$ cat config.mk
export PLATFORM = sky130hd
export DESIGN_NAME = fabric_cfg_loader
export DESIGN_NICKNAME = d
export VERILOG_FILES = /design/src/rtl/fabric_cfg_pkg.sv /design/src/rtl/fabric_cfg_loader_bank.sv /design/src/rtl/fabric_cfg_loader.sv
export SDC_FILE = /design/constraint.sdc
export NUM_CORES = 2
export LEC_CHECK = 0
export BUFFER_PORTS_ARGS = -buffer_cell sky130_fd_sc_hd__clkbuf_2
export CAP_MARGIN = 20
export CORE_UTILIZATION = 40
export DETAILED_ROUTE_END_ITERATION = 16
export SETUP_SLACK_MARGIN = 0.1
export SLEW_MARGIN = 10
export SYNTH_ARGS = -nofsm -noshare
export SYNTH_HDL_FRONTEND = slang
export SYNTH_SLANG_ARGS = --single-unit
$ cat constraint.sdc
create_clock -name clk -period 4.9 [get_ports clk]
set_clock_uncertainty 0.05 [all_clocks]
set_input_delay 0.98 -clock clk [delete_from_list [all_inputs] [get_ports clk]]
set_output_delay 0.98 -clock clk [all_outputs]
set_load 0.01 [all_outputs]
$ cat src/rtl/fabric_cfg_pkg.sv
// Shared types and field layout for the fabric configuration loader.
// Offsets slice cfg_active into the per-resource config ports.
package fabric_cfg_pkg;

  typedef enum logic [1:0] {
    IDLE,
    LOAD,
    CHECK
  } cfg_state_t;

  localparam int CFG_BITS_DEF = 891;

  localparam int BLE_OFF   = 0;
  localparam int BLE_W     = 9;
  localparam int IOSEL_OFF = 9;
  localparam int IOSEL_W   = 4;
  localparam int IO_OFF    = 13;
  localparam int IO_W      = 20;
  localparam int LUT_OFF   = 33;
  localparam int LUT_W     = 144;
  localparam int SB_OFF    = 177;
  localparam int SB_W      = 240;
  localparam int CB_OFF    = 417;
  localparam int CB_W      = 420;
  localparam int DIR_OFF   = 837;
  localparam int DIR_W     = 54;

  function automatic int words_for(input int bits, input int dw);
    return (bits + dw - 1) / dw;
  endfunction

endpackage

$ cat src/rtl/fabric_cfg_loader_bank.sv
// Shadow bank filled word by word, copied to the active bank on commit.
// Only CFG_BITS shadow bits exist; padding in the last word is dropped.
module cfg_shadow_bank
  import fabric_cfg_pkg::*;
#(
  parameter int CFG_BITS = CFG_BITS_DEF,
  parameter int DW       = 8,
  parameter int IW       = 7
) (
  input  logic                clk,
  input  logic                reset,
  input  logic                we,
  input  logic [IW-1:0]       idx,
  input  logic [DW-1:0]       data,
  input  logic                commit,
  output logic [CFG_BITS-1:0] active
);

  logic [CFG_BITS-1:0] shadow;

  always_ff @(posedge clk or negedge reset) begin
    if (!reset) begin
      shadow <= '0;
      active <= '0;
    end else begin
      for (int b = 0; b < CFG_BITS; b++) begin
        if (we && idx == IW'(b / DW))
          shadow[b] <= data[b % DW];
      end
      if (commit)
        active <= shadow;
    end
  end

endmodule

$ cat src/rtl/fabric_cfg_loader.sv
// Streaming config loader: valid/ready words into a shadow bank,
// checksum-verified atomic commit to the active fabric configuration.
module fabric_cfg_loader
  import fabric_cfg_pkg::*;
#(
  parameter  int CFG_BITS = CFG_BITS_DEF,
  parameter  int DW       = 8,
  parameter  int CHECK_EN = 1,
  localparam int W        = words_for(CFG_BITS, DW),
  localparam int CW       = $clog2(W + 1)
) (
  input  logic                clk,
  input  logic                reset,
  input  logic                cfg_start,
  input  logic                cfg_abort,
  input  logic                cfg_valid,
  input  logic [DW-1:0]       cfg_data,
  output logic                cfg_ready,
  output logic                cfg_busy,
  output logic                cfg_done,
  output logic                cfg_error,
  output logic [CW-1:0]       cfg_count,
  output logic                fabric_en,
  output logic [CFG_BITS-1:0] cfg_active
);

  cfg_state_t    state;
  logic [DW-1:0] sum;
  logic [CW-1:0] count;
  logic          pend_ok;
  logic          pend_bad;
  logic          xfer;
  logic          wr_en;
  logic          last_word;

  assign cfg_ready = (state != IDLE);
  assign cfg_busy  = cfg_ready;
  assign cfg_count = count;
  assign xfer      = cfg_valid & cfg_ready;
  assign last_word = (count == CW'(W - 1));
  assign wr_en     = xfer && state == LOAD
                     && !cfg_start && !cfg_abort;

  // Final transfer latches pend_*; results surface one edge later.
  always_ff @(posedge clk or negedge reset) begin
    if (!reset) begin
      state     <= IDLE;
      sum       <= '0;
      count     <= '0;
      pend_ok   <= 1'b0;
      pend_bad  <= 1'b0;
      cfg_done  <= 1'b0;
      cfg_error <= 1'b0;
      fabric_en <= 1'b0;
    end else begin
      cfg_done <= pend_ok;
      pend_ok  <= 1'b0;
      pend_bad <= 1'b0;
      if (pend_ok)
        fabric_en <= 1'b1;
      if (pend_bad)
        cfg_error <= 1'b1;
      if (cfg_start) begin
        state     <= LOAD;
        count     <= '0;
        sum       <= '0;
        cfg_error <= 1'b0;
      end else if (state != IDLE) begin
        if (cfg_abort) begin
          state <= IDLE;
        end else if (xfer) begin
          unique case (state)
            LOAD: begin
              sum   <= sum + cfg_data;
              count <= count + 1'b1;
              if (last_word) begin
                if (CHECK_EN != 0) begin
                  state <= CHECK;
                end else begin
                  state   <= IDLE;
                  pend_ok <= 1'b1;
                end
              end
            end
            CHECK: begin
              state <= IDLE;
              if (cfg_data == sum)
                pend_ok <= 1'b1;
              else
                pend_bad <= 1'b1;
            end
            default: state <= IDLE;
          endcase
        end
      end
    end
  end

  cfg_shadow_bank #(
    .CFG_BITS (CFG_BITS),
    .DW       (DW),
    .IW       (CW)
  ) u_bank (
    .clk    (clk),
    .reset  (reset),
    .we     (wr_en),
    .idx    (count),
    .data   (cfg_data),
    .commit (pend_ok),
    .active (cfg_active)
  );

endmodule

Yosys cells after proc, flatten, opt, wreduce, memory -nomap -nowiden. Index checks and enable logic that the tools add are counted.

Register bits after elaboration: 1804. Bits in latches: 0. RAM bits: 0. Memory bits (read-only): 0. Input port bits: 13. Output and inout port bits: 903. Word-level logic and storage cells: 396. Memories kept: 0.

Add/subtract/negate cells: 2. $mul: 0. Divide/modulo/power cells: 0. Magnitude comparators: 0. Equality and inequality tests: 116. Shifts and indexed selects: 0. Muxes and demuxes: 30. Bitwise gates (word level): 1. Reductions and logical operators: 126.

Operators with widths (count): $eq A7 B7 Y1 const B (48); $eq A7 B6 Y1 const B (32); $logic_and A1 B1 Y1 (115); $eq A7 B5 Y1 const B (16); $eq A7 B4 Y1 const B (8); $mux W8 (5); $mux W7 (5); $eq A7 B3 Y1 const B (4); $eq A7 B2 Y1 const B (2); $mux W1 (14); $mux W2 (6); $reduce_bool A2 Y1 (5); $add A8 B8 Y8 (1); $eq A8 B8 Y1 (1); $add A7 B1 Y7 const B (1); $eq A7 B1 Y1 const B (1); $logic_not A7 Y1 (1); $ne A4 B4 Y1 const B (1); $reduce_and A4 Y1 (1); $reduce_and A3 Y1 (1); $reduce_bool A3 Y1 (1); $eq A2 B1 Y1 const B (1); $eq A2 B2 Y1 const B (1); $logic_not A1 Y1 (2); other kinds (2) (2).

Depth between registers and ports, before layout.
Depth after elaboration: 7. Gate-level depth with buffers: 7. Depth with buffers taken out: 7.

Cells and area by module. A second synthesis with hierarchy kept.

Cell total of the unflattened synthesis: 4094. Area, all modules: 68471.9 um^2.

Modules (own cells, without submodules): cfg_shadow_bank (instances 1, cells an instance 3962, area each 67170.7 um^2, sequential area each 44592.8 um^2); fabric_cfg_loader (instances 1, cells an instance 132, area each 1301.2 um^2, sequential area each 550.5 um^2).

Worst setup path before layout. No wires, ideal clock.

Path type: in2reg. Start point: input cfg_valid. End point: register u_bank.shadow[104]. Setup time: 125 ps. Data arrival time: 2508 ps. Data required time: 4725 ps. Path slack: 2217 ps. Cell stages on the path: 7. Path buffers: 3. Path through: clkbuf_1 nand4b_4 or3_1 buf_2 buf_12 nor2_8 mux2_4.

Longest elaborated chain between the ends: 5.

RTL lines: start: declaration (RTL line fabric_cfg_loader.sv:16) `input logic cfg_valid,`; $and A1 B1 Y1 (RTL line fabric_cfg_loader.sv:39) `assign xfer = cfg_valid & cfg_ready;`; $logic_and A1 B1 Y1 (RTL line fabric_cfg_loader.sv:41) `assign wr_en = xfer && state == LOAD`; $logic_and A1 B1 Y1 (2 in a row) (RTL line fabric_cfg_loader.sv:42) `&& !cfg_start && !cfg_abort;`; $logic_and A1 B1 Y1 (RTL line fabric_cfg_loader_bank.sv:27) `if (we && idx == IW'(b / DW))`; end signal: indexed assignment (RTL line fabric_cfg_loader_bank.sv:28) `shadow[b] <= data[b % DW];`; end: declaration (RTL line fabric_cfg_loader_bank.sv:19) `logic [CFG_BITS-1:0] shadow;`.

No other way between the ends. A chain may end at the register's enable or synchronous reset.

Worst setup path after layout.
Start point: register count[2], in the netlist cfg_count[2]. End point: register u_bank.shadow[567].

Longest elaborated chain between the ends: 2.

RTL lines: start: declaration (RTL line fabric_cfg_loader.sv:29) `logic [CW-1:0] count;`; start signal: assignment (RTL line fabric_cfg_loader.sv:75) `count <= count + 1'b1;`; $eq A7 B7 Y1 (RTL line fabric_cfg_loader_bank.sv:27); $logic_and A1 B1 Y1 (RTL line fabric_cfg_loader_bank.sv:27).

No other way between the ends.

==> results.ini <==
[run_status]
outcome=finished clean

[synth]
postSynthAreaPerCell_um2=16.7
yosysSeqAreaShare_pct=66.3
synth_top_area_cell=sky130_fd_sc_hd__dfrtp_1
synth_top_cells_by_area=sky130_fd_sc_hd__dfrtp_1 (66%), sky130_fd_sc_hd__mux2_2 (29%), sky130_fd_sc_hd__clkbuf_1 (1.1%), sky130_fd_sc_hd__nor2_8 (0.59%), sky130_fd_sc_hd__nor2_2 (0.38%)
synthDominantCellAreaShare_pct=66.3
synth_top_flop_cell=sky130_fd_sc_hd__dfrtp_1
postSynth.asyncResetShare_pct=100
mappedNetlistArea_mm2=0.0681
netlist_instances=4073
mappedNetlistNets=4098
synth_edf_count=0
yosysWarningCount=0
postSynthRegisterBits=1804
number_of_unique_standard_cell_types_used_by_synthesis=51

[worst_hold_path]
hold_class=in2async

[timing]
timing.final.crit_period_ns=3.07
maxClockFrequency_ghz=0.326
slew_viol_final=0
worst_slack_ns=1.83
final.setup.tns_ns=0
final_period_utilization_pct=62.6
grt_setup_unrepaired=no
setup_violations=0
max_slew.worst_pin.slew_ns=1.14
max-slew-margin-rel_pct=24.1
hold_viol_final=0
hold_slack_ns=0.0671

[detailed_routing]
drt_iter0_markers=2197
dr_vias_cell=5.13
detail-route-antenna-nets=0
drc=0
detail_route.first_pass.iterations=5
drt-total-wl_um=196000
routed_wire_length_per_instance_um=26.5
via_count=37945

[die]
floorplan.io_pins=916
floorplan.die_area_mm2=0.172
floorplan.initialDensity_pct=40.2
die_h_um=415
rows=151
coreArea_mm2=0.169
width_of_the_die_um=415

[clock_network]
clock_latency_ns=0.85
tritoncts=built
cts-root-to-sink-buffers=3
postCtsSetupRepairBufs=0
ctsResizeCount=0
root_buffer=sky130_fd_sc_hd__clkbuf_16
clk_pin_slew_ns=0.06
ctsHtreeMaxLevel=4
cts_hold_repair.buffers=0
cts-buffers-inserted=189
numClockSinks=1804

[grt]
grt_use_total_pct=22.8
grt_max_degree=135
first_global_vias=39344
global_route.overflow_total=0
grt_pass1_wl_um=287000
antenna_found_initial=3

[cells_and_area]
final_common_cell=sky130_fd_sc_hd__dfrtp_1
syn_to_final_growth_pct=20.3
layout.filler_cells=14686
most-common-layout-cells=sky130_fd_sc_hd__dfrtp_1 (1803), sky130_fd_sc_hd__mux2_2 (1765), sky130_fd_sc_hd__clkbuf_2 (906)
num-nets-final=5049
drive_gt1_share_pct=61.2

[power]
vdd.ir_drop.worst_mv=0.350
post-layout-total-power_w=0.0303
power.density_cell_area_mw_per_mm2=369
total_leakage_power_nw=43.9

[worst_setup_path]
ff2ff_setup_slack_ns=1.83
critical_path_peak_fanout=16
ff2ff_path_depth=5
crit-reg2reg-capture=u_bank.shadow[567]$_DFFE_PN0P_
cp.required_ns=5.55
setup.worst_path.start_class=register
worstReg2RegStart=cfg_count[2]$_DFFE_PN0P_
critPathCaptureType=register
setup.worst_path.class=reg2reg
cp.arrival_ns=3.72

[placed_design]
gp_congestion=0.796
place.detailed.hpwl_um=128000
place_ws_ns=1.30
placement.io_buffers=915

[flow_run]
cap_violations=0

==> sequential cells by signal (all words and copies together), names as in the netlist <==
name	cells
sum	8
u_bank.shadow	891
state	2
cfg_error	1
cfg_count	7
u_bank.active	891
pend_bad	1
fabric_en	1
cfg_done	1
pend_ok	1
==> cell families (layout without fill, tap and decap cells) <==
group	Yosys count	after routing	synth area share, %
AO/OA/AOI/OAI	25	25	0.230
flip-flops	1804	1804	66.3
buffers and inverters	234	1338	1.40
adder cells (fa/ha/maj)	12	12	0.232
XOR/XNOR	8	8	0.103
multiplexers	1784	1784	29.6
AND/OR/NAND/NOR	206	206	2.16
other	0	1	0
==> report_power, final <==
group	switching (W)	total, W	internal [W]
clock	0.00611	0.0146	0.00847
sequential	0.0000215	0.0150	0.0149
combinational	0.000595	0.000718	0.000123
total	0.00672	0.0303	0.0235
==> critical path: stages, from the launching register on <==
cell,delay [ns]
sky130_fd_sc_hd__dfrtp_1,0.82
sky130_fd_sc_hd__nor2b_2,0.26
sky130_fd_sc_hd__buf_4,0.27
sky130_fd_sc_hd__nand2_1,0.53
sky130_fd_sc_hd__nor2_2,0.61
sky130_fd_sc_hd__mux2_2,0.39
==> how the worst max path moves through the flow <==
stage	from	to	slack (ns)	depth (start not counted)
2_1_floorplan	cfg_valid	u_bank.shadow[104]$_DFFE_PN0P_	2.22	7
3_3_place_gp	cfg_abort	u_bank.shadow[525]$_DFFE_PN0P_	1.28	6
3_5_place_dp	cfg_abort	u_bank.shadow[38]$_DFFE_PN0P_	1.30	7
4_1_cts	cfg_count[2]$_DFFE_PN0P_	u_bank.shadow[565]$_DFFE_PN0P_	1.79	5
5_1_grt	cfg_count[2]$_DFFE_PN0P_	u_bank.shadow[822]$_DFFE_PN0P_	1.74	5
6_report	cfg_count[2]$_DFFE_PN0P_	u_bank.shadow[567]$_DFFE_PN0P_	1.83	5
==> synth_stat cells (5+ instances only) <==
library cell and instances:
sky130_fd_sc_hd__a21oi_1 9, sky130_fd_sc_hd__and3_1 5, sky130_fd_sc_hd__buf_2 13, sky130_fd_sc_hd__buf_4 5, sky130_fd_sc_hd__clkbuf_1 207, sky130_fd_sc_hd__dfrtp_1 1804
sky130_fd_sc_hd__ha_1 11, sky130_fd_sc_hd__mux2_2 1765, sky130_fd_sc_hd__mux2_4 16, sky130_fd_sc_hd__nand2_1 43, sky130_fd_sc_hd__nand2_2 14, sky130_fd_sc_hd__nand3_1 25
sky130_fd_sc_hd__nor2_1 14, sky130_fd_sc_hd__nor2_2 41, sky130_fd_sc_hd__nor2_8 20, sky130_fd_sc_hd__nor2b_1 7
==> routing by layer <==
metal | vias up | routed length [um] | track usage, % | part of all wire, %
li1 | 16292 | - | - | -
met1 | 20564 | 80600 | 28.5 | 41
met2 | 763 | 97400 | 38.0 | 50
met3 | 326 | 7540 | 4.34 | 3.8
met4 | 0 | 10300 | 11.5 | 5.3
met5 | - | 0 | 0 | 0
==> area by class of cell <==
| type | count | area [um2] | share of cell area, % |
|---|---|---|---|
| clock buffers | 286 | 5650 | 6.89 |
| clock inverters | 58 | 744 | 0.909 |
| repair buffers | 991 | 5580 | 6.82 |
| well taps | 2218 | 2780 | 3.39 |
| multi-input cells | 2035 | 22000 | 26.9 |
| diodes | 1 | 2.50 | 0.00305 |
| flip-flops and latches | 1804 | 45100 | 55.1 |
| inverters | 3 | 11.3 | 0.0137 |
==> stage by stage <==
step	utilization (%)	area (um2)	std cells
2_1_floorplan	-	68100	4073
3_3_place_gp	44.6	75500	7051
3_5_place_dp	44.6	75500	7051
4_1_cts	48.4	81900	7395
5_1_grt	48.4	81900	7395
6_report	48.4	81900	7396
(Power assumes the default switching activity.)
